==> src/rtl/redmule_tiler_seq.sv <==
// redmule_tiler_seq: GEMM tiling calculator built on one shared restoring divider and one shift-add multiplier.
// Define REDMULE_TILER_CHECK_EN to short-circuit zero-size problems and raise error_o.
module redmule_tiler_seq #(
  parameter  int unsigned ARRAY_WIDTH  = 12,
  parameter  int unsigned ARRAY_HEIGHT = 4,
  parameter  int unsigned PIPE_REGS    = 3,
  parameter  int unsigned DIM_W        = 16,
  localparam int unsigned PW           = 3*DIM_W+1
) (
  input  logic             clk_i,
  input  logic             rst_ni,
  input  logic             clear_i,
  input  logic             setback_i,
  input  logic             start_i,
  input  logic [DIM_W-1:0] m_size_i,
  input  logic [DIM_W-1:0] n_size_i,
  input  logic [DIM_W-1:0] k_size_i,
  output logic             busy_o,
  output logic             valid_o,
  input  logic             ready_i,
  output logic [DIM_W-1:0] x_rows_iter_o,
  output logic [DIM_W-1:0] x_cols_iter_o,
  output logic [DIM_W-1:0] w_cols_iter_o,
  output logic [DIM_W:0]   w_rows_iter_o,
  output logic [DIM_W-1:0] x_rows_lftovr_o,
  output logic [DIM_W-1:0] x_cols_lftovr_o,
  output logic [DIM_W-1:0] w_rows_lftovr_o,
  output logic [DIM_W-1:0] w_cols_lftovr_o,
  output logic [DIM_W-1:0] tot_stores_o,
  output logic [PW-1:0]    tot_x_read_o,
  output logic [PW-1:0]    w_tot_len_o,
  output logic             error_o
);

  localparam int unsigned D   = ARRAY_HEIGHT * (PIPE_REGS + 1);
  localparam int unsigned C   = DIM_W + 1;
  localparam int unsigned CW  = $clog2(C);
  localparam int unsigned RW  = DIM_W + 2;
  localparam int unsigned P1W = 2 * DIM_W;

  typedef enum logic [3:0] {
    IDLE, DIV_M, DIV_N, DIV_K, DIV_NH, MUL_XW, MUL_XC, MUL_WR, DONE
  } state_e;

  state_e state_reg, state_next;

  logic [CW-1:0]    cnt_reg;
  logic [DIM_W-1:0] m_reg, n_reg, k_reg;
  logic [PW-1:0]    acc_reg, mcand_reg;
  logic [DIM_W:0]   sh_reg;

  logic [DIM_W-1:0] xr_iter_reg, xr_lft_reg, xc_iter_reg, xc_lft_reg;
  logic [DIM_W-1:0] wc_iter_reg, wc_lft_reg, wr_lft_reg;
  logic [DIM_W:0]   wr_iter_reg;
  logic [P1W-1:0]   p1_reg;
  logic [PW-1:0]    txr_reg, wtl_reg;

  logic             last, is_div, chk_skip, div_ge;
  logic [RW-1:0]    divisor, div_shift, div_rem;
  logic [DIM_W:0]   div_quo, wr_iter_next;
  logic [DIM_W-1:0] q_lo, r_lo, ceil_q;
  logic [PW-1:0]    mul_sum;

  assign last   = (cnt_reg == CW'(C - 1));
  assign is_div = (state_reg == DIV_M) || (state_reg == DIV_N) ||
                  (state_reg == DIV_K) || (state_reg == DIV_NH);

  always_comb begin
    divisor = RW'(D);
    case (state_reg)
      DIV_M:   divisor = RW'(ARRAY_WIDTH);
      DIV_NH:  divisor = RW'(ARRAY_HEIGHT);
      default: divisor = RW'(D);
    endcase
  end

  // Restoring step: the dividend shifts out of sh_reg MSB-first while quotient bits shift in at the LSB.
  assign div_shift    = {acc_reg[RW-2:0], sh_reg[DIM_W]};
  assign div_ge       = (div_shift >= divisor);
  assign div_rem      = div_ge ? (div_shift - divisor) : div_shift;
  assign div_quo      = {sh_reg[DIM_W-1:0], div_ge};
  assign q_lo         = div_quo[DIM_W-1:0];
  assign r_lo         = div_rem[DIM_W-1:0];
  assign ceil_q       = q_lo + DIM_W'(r_lo != '0);
  assign wr_iter_next = (r_lo != '0) ? ({1'b0, n_reg} + (DIM_W+1)'(ARRAY_HEIGHT) - {1'b0, r_lo})
                                     : {1'b0, n_reg};
  assign mul_sum      = acc_reg + (sh_reg[0] ? mcand_reg : '0);

  always_comb begin
    state_next = state_reg;
    case (state_reg)
      IDLE:    if (start_i) state_next = DIV_M;
      DIV_M:   if (chk_skip) state_next = DONE;
               else if (last) state_next = DIV_N;
      DIV_N:   if (last) state_next = DIV_K;
      DIV_K:   if (last) state_next = DIV_NH;
      DIV_NH:  if (last) state_next = MUL_XW;
      MUL_XW:  if (last) state_next = MUL_XC;
      MUL_XC:  if (last) state_next = MUL_WR;
      MUL_WR:  if (last) state_next = DONE;
      DONE:    if (ready_i) state_next = IDLE;
      default: state_next = IDLE;
    endcase
    if (clear_i || setback_i) state_next = IDLE;
  end

  always_ff @(posedge clk_i or negedge rst_ni) begin
    if (!rst_ni) state_reg <= IDLE;
    else         state_reg <= state_next;
  end

  always_ff @(posedge clk_i or negedge rst_ni) begin
    if (!rst_ni) begin
      cnt_reg     <= '0;
      m_reg       <= '0;
      n_reg       <= '0;
      k_reg       <= '0;
      acc_reg     <= '0;
      mcand_reg   <= '0;
      sh_reg      <= '0;
      xr_iter_reg <= '0;
      xr_lft_reg  <= '0;
      xc_iter_reg <= '0;
      xc_lft_reg  <= '0;
      wc_iter_reg <= '0;
      wc_lft_reg  <= '0;
      wr_iter_reg <= '0;
      wr_lft_reg  <= '0;
      p1_reg      <= '0;
      txr_reg     <= '0;
      wtl_reg     <= '0;
    end else if (clear_i) begin
      cnt_reg     <= '0;
      xr_iter_reg <= '0;
      xr_lft_reg  <= '0;
      xc_iter_reg <= '0;
      xc_lft_reg  <= '0;
      wc_iter_reg <= '0;
      wc_lft_reg  <= '0;
      wr_iter_reg <= '0;
      wr_lft_reg  <= '0;
      p1_reg      <= '0;
      txr_reg     <= '0;
      wtl_reg     <= '0;
    end else if (setback_i) begin
      cnt_reg <= '0;
    end else begin
      case (state_reg)
        IDLE: begin
          cnt_reg <= '0;
          if (start_i) begin
            m_reg   <= m_size_i;
            n_reg   <= n_size_i;
            k_reg   <= k_size_i;
            acc_reg <= '0;
            sh_reg  <= {1'b0, m_size_i};
          end
        end
        DONE: cnt_reg <= '0;
        default: begin
          cnt_reg <= last ? '0 : cnt_reg + CW'(1);
          if (is_div) begin
            acc_reg <= PW'(div_rem);
            sh_reg  <= div_quo;
          end else begin
            acc_reg   <= mul_sum;
            mcand_reg <= mcand_reg << 1;
            sh_reg    <= sh_reg >> 1;
          end
          // Phase end: commit this phase's result and preload the operands of the next one.
          if (last) begin
            acc_reg <= '0;
            case (state_reg)
              DIV_M: begin
                xr_iter_reg <= ceil_q;
                xr_lft_reg  <= r_lo;
                sh_reg      <= {1'b0, n_reg};
              end
              DIV_N: begin
                xc_iter_reg <= ceil_q;
                xc_lft_reg  <= r_lo;
                sh_reg      <= {1'b0, k_reg};
              end
              DIV_K: begin
                wc_iter_reg <= ceil_q;
                wc_lft_reg  <= r_lo;
                sh_reg      <= {1'b0, n_reg};
              end
              DIV_NH: begin
                wr_lft_reg  <= r_lo;
                wr_iter_reg <= wr_iter_next;
                mcand_reg   <= PW'(xr_iter_reg);
                sh_reg      <= {1'b0, wc_iter_reg};
              end
              MUL_XW: begin
                p1_reg    <= mul_sum[P1W-1:0];
                mcand_reg <= PW'(mul_sum[P1W-1:0]);
                sh_reg    <= {1'b0, xc_iter_reg};
              end
              MUL_XC: begin
                txr_reg   <= mul_sum;
                mcand_reg <= PW'(p1_reg);
                sh_reg    <= wr_iter_reg;
              end
              MUL_WR:  wtl_reg <= mul_sum;
              default: ;
            endcase
          end
        end
      endcase
      if (state_reg == DIV_M && chk_skip) begin
        cnt_reg     <= '0;
        xr_iter_reg <= '0;
        xr_lft_reg  <= '0;
        xc_iter_reg <= '0;
        xc_lft_reg  <= '0;
        wc_iter_reg <= '0;
        wc_lft_reg  <= '0;
        wr_iter_reg <= '0;
        wr_lft_reg  <= '0;
        p1_reg      <= '0;
        txr_reg     <= '0;
        wtl_reg     <= '0;
      end
    end
  end

`ifdef REDMULE_TILER_CHECK_EN
  logic err_reg;

  assign chk_skip = (m_reg == '0) || (n_reg == '0) || (k_reg == '0);

  always_ff @(posedge clk_i or negedge rst_ni) begin
    if (!rst_ni)                             err_reg <= 1'b0;
    else if (clear_i || setback_i)           err_reg <= 1'b0;
    else if (state_reg == DIV_M && chk_skip) err_reg <= 1'b1;
    else if (state_reg == DONE && ready_i)   err_reg <= 1'b0;
  end

  assign error_o = err_reg;
`else
  assign chk_skip = 1'b0;
  assign error_o  = 1'b0;
`endif

  assign busy_o          = (state_reg != IDLE);
  assign valid_o         = (state_reg == DONE);
  assign x_rows_iter_o   = xr_iter_reg;
  assign x_rows_lftovr_o = xr_lft_reg;
  assign x_cols_iter_o   = xc_iter_reg;
  assign x_cols_lftovr_o = xc_lft_reg;
  assign w_cols_iter_o   = wc_iter_reg;
  assign w_cols_lftovr_o = wc_lft_reg;
  assign w_rows_iter_o   = wr_iter_reg;
  assign w_rows_lftovr_o = wr_lft_reg;
  assign tot_stores_o    = p1_reg[DIM_W-1:0];
  assign tot_x_read_o    = txr_reg;
  assign w_tot_len_o     = wtl_reg;

endmodule

==> config.mk <==
export PLATFORM = sky130hd
export DESIGN_NAME = redmule_tiler_seq
export DESIGN_NICKNAME = d
export VERILOG_FILES = /design/src/rtl/redmule_tiler_seq.sv
export SDC_FILE = /design/constraint.sdc
export NUM_CORES = 1
export LEC_CHECK = 0
export CORE_MARGIN = 4
export CORE_UTILIZATION = 51
export CTS_CLUSTER_SIZE = 16
export DETAILED_ROUTE_END_ITERATION = 10
export MAX_ROUTING_LAYER = met4
export PLACE_DENSITY = 0.78
export SETUP_SLACK_MARGIN = 0.05
export SLEW_MARGIN = 20
export SYNTH_ARGS = -nofsm -noshare
export SYNTH_HDL_FRONTEND = slang
export SYNTH_SLANG_ARGS = --single-unit
==> constraint.sdc <==
create_clock -name clk_i -period 5.1 [get_ports clk_i]
set_input_delay 1.53 -clock clk_i [delete_from_list [all_inputs] [get_ports clk_i]]
set_output_delay 1.53 -clock clk_i [all_outputs]
set_load 0.02 [all_outputs]
==> key figures <==
Synthesis
  • Leading post-synthesis cells by cell area: dfrtp_1, nand2_1, o21ai_0, ha_1, a21oi_1
  • Synth Area in Adders: between 4 and 5%
  • Netlist cell types: 80
  • Synth Cell Area: approximately 0.022 sq mm
  • Mux contribution to synthesized area: roughly 3.7%
  • Syn_area_per_cell: 9.14 sq um
  • Synthesized Nets: 2565
  • Synth Flop Type: dfrtp_1
  • Xor/xnor share of the synthesized area: 3.71%
  • Post-synth EDFFs: 0
  • Synthesis warning total: 0
  • Mapped Cells: 2430
  • Synth async-reset ratio: 100%
  • Top-area cell type share of the netlist area: 46.8%
  • #FFs+latches synth: 415
  • Largest family of logic cells by synthesized area: compound AO/OA/AOI/OAI gates
  • Post-synthesis sequential area ratio: 46.8%
  • Synth Area in Compound Gates: 19.5%
  • Simple-gate portion of the synthesized area: 17.6%
  • Area leader, netlist: dfrtp_1

Critical path
  • Slowest stage cell, crit path: dfrtp_1
  • R2R Setup Slk: about 0.37 ns
  • Arr. time, crit path: 5.21 ns
  • Reg-to-reg critical path startpoint: state_reg[3]$_DFFE_PN0P_
  • Startpoint Class: register
  • Critical path endpoint category: register
  • Crit path max fanout: 7
  • Kind of critical path: reg -> reg
  • Most common cell on crit path: buf_4
  • WP data required: around 5.6 ns
  • R2R Path End: x_cols_iter_o[15]$_DFFE_PN0P_
  • Crit-path max cell delay: 0.40 ns
  • Crit path launch: state_reg[3]$_DFFE_PN0P_
  • R2R depth: 22
  • Cell Chain, Critical Path: nor2_2 > and2_1 > nand2_1 > nand2b_1 > ha_2 > and4b_1 > a2111oi_4 > and3_4 > buf_4 > nor2_1 > mux2i_2 > buf_4 > buf_4 > nand2_1 > nor4_4 > inv_2 > ha_1 > nand3_1 > nor3_1 > xnor2_1 > or2_2 > o21ai_0

Clock tree
  • Clock Sinks: 415
  • Hold_buf cts: 0
  • Worst skew pair latency: 0.58 ns
  • Root Driver: clkbuf_16
  • Worst-path clk slew: 0.06 ns
  • H-tree levels: 2
  • CTS tree: done
  • Number of buffers created by CTS: 44
  • Largest buffer count on any clock path: 3

Layout
  • Cell Count, Final, Fillers Out: 3315
  • Commonest non-fill, non-tap cells in the layout: nand2_1, dfrtp_1, clkdlybuf4s50_1
  • Commonest non-fill, non-tap cell in the layout: nand2_1
  • Design Area, Final: 0.0277 sq mm
  • Layout Nets: 2830
  • Share of layout cells above drive strength 1: around a tenth
  • Area Overhead vs Synth: 24.9%

STA
  • Sum Neg Setup Slack: 0 ns
  • Setup ws final: 0.370 ns
  • Clock skew: 0.0201 ns
  • Minimum clock period: 4.73 ns
  • Tcrit/Tclk final: 92.7%
  • Worst-Margin Slew: 1.02 ns
  • Slew headroom: 32.0%
  • Unrepaired setup endpoints after global routing: true
  • Setup Viol. Count Final: 0
  • WHS: 0.477 ns
  • Final Max Slew Viols: 0
  • Final hold violation count: 0
  • Fmax: 211 MHz

Route
  • Drt first pass iters: 8
  • DRC errors left: 0
  • Vias/cell: 6.20
  • DRT iter0 DRCs: 2333
  • DR vias: 20500
  • Routed length per instance: 24.0 um
  • Total Routed Length: ~80 mm
  • ANT nets after route: 0

Floorplan
  • Initial Util: 51.6%
  • Die Wd: 217 um
  • Die area: around 0.047 sq mm
  • I/O pin cnt: 300
  • Core ar.: about 0.043 sq mm
  • Rows: 76
  • Chip height: 217 um

Hold path
  • HP Start: w_tot_len_o[34]$_DFFE_PN0P_
  • Worst hold path class: reg -> reg
  • WHS Path Cells: 2
  • Hold worst-path end: w_tot_len_o[34]$_DFFE_PN0P_

GRT
  • Grt total ovfl: 0
  • Antenna violations before repair: 3
  • Number of global-route vias before repair: 19600
  • First-pass GRT wire length: 121 mm
  • All-layer global routing usage: around a third
  • Largest net degree at the start of global routing: 120

Placement
  • Placed insts: between 3000 and 4000
  • Setup WS pre-CTS: 0.125 ns
  • Cell Area, Placed: 0.0260 sq mm
  • IO Port Bufs: 298
  • Routability cong.: 1.02
  • Post-DP HPWL: slightly below 60 mm

Power and ir drop
  • VDD IR max: 0.309 mV
  • Pwr dens: 478 mW/mm^2
  • Pleak: 12.1 nW

Flow run
  • Max-cap violations: 0

Outcome
  • Status: completed
[cell type report]
type | instances | area (sq um)
fill | 3522 | 15300
tap | 585 | 732
antenna | 1 | 2.50
clock buffer | 57 | 1230
clock inverter | 23 | 325
sequential | 415 | 10400
inverter | 34 | 133
multi-input combinational | 1806 | 11100
timing repair buffer | 394 | 3780
[power breakdown]
part | internal, mW | switching [mW]
Combinational | 2.23 | 3.02
Clock | 2.07 | 1.41
Sequential | 3.88 | 0.636
[metal layers]
layer,vias up,GRT usage (%),share of wire [%]
li1,9105,-,-
met1,10000,47.9,43
met2,1216,49.7,44
met3,216,6.53,9.5
met4,0,11.8,4.2
met5,-,-,0
[repair_timing]
item / CTS / global route
setup buffers: 0 / 5
setup endpoints to repair: 0 / 43
resized for setup: 0 / 19
endpoints found under the hold margin: 0 / 0
[how the worst max path moves through the flow]
stage / slack (ns) / endpoint
finish: 0.37 / x_cols_iter_o[15]$_DFFE_PN0P_
detailed placement: 0.13 / w_rows_iter_o[16]$_DFFE_PN0P_
floorplan: 0.06 / w_rows_iter_o[16]$_DFFE_PN0P_
global placement: 0.24 / w_rows_iter_o[16]$_DFFE_PN0P_
CTS: 0.11 / w_rows_iter_o[16]$_DFFE_PN0P_
global route: -0.004 / w_rows_iter_o[16]$_DFFE_PN0P_
[stage by stage]
stage	power, mW	utilization, %
floorplan	7.43	-
global placement	9.42	60.4
detailed placement	9.52	60.5
CTS	13.0	64.1
global route	13.8	64.4
finish	13.2	64.4
[logic make-up after synthesis]
family | count (synthesis)
simple gates | 845
compound gates | 711
flops | 415
other cells | 1
xor+xnor | 91
buf+inv | 209
mux | 77
fa+ha+maj | 81
[cells in the mapped netlist (5+ instances only)]
cell	n
a211oi_1	16
a21o_1	32
a21oi_1	141
a221o_1	7
a221oi_1	15
a222oi_1	20
a22o_1	15
a22oi_1	15
a31oi_1	15
a32o_1	5
and2_1	61
and3_1	32
buf_1	9
buf_4	17
clkbuf_1	142
dfrtp_1	415
ha_1	78
inv_1	32
mux2_2	46
mux2i_1	31
nand2_1	446
nand2b_1	35
nand3_1	47
nand4_1	15
nor2_1	90
nor2b_1	14
nor3_1	35
o211ai_1	7
o21a_1	12
o21ai_0	298
o21ai_1	19
o21bai_1	10
o22ai_1	14
o31ai_1	39
or2_2	24
or3_1	17
xnor2_1	42
xor2_1	47
[critical path, delay by kind of cell (launching register included)]
kind            cells  cell delay (ns)
flops               1             0.40
fa+ha+maj           2             0.56
simple gates       12             2.19
compound gates      2             0.55
mux                 1             0.29
xor+xnor            1             0.14
buf+inv             4             0.49
Power figures use the tool's default switching activity.
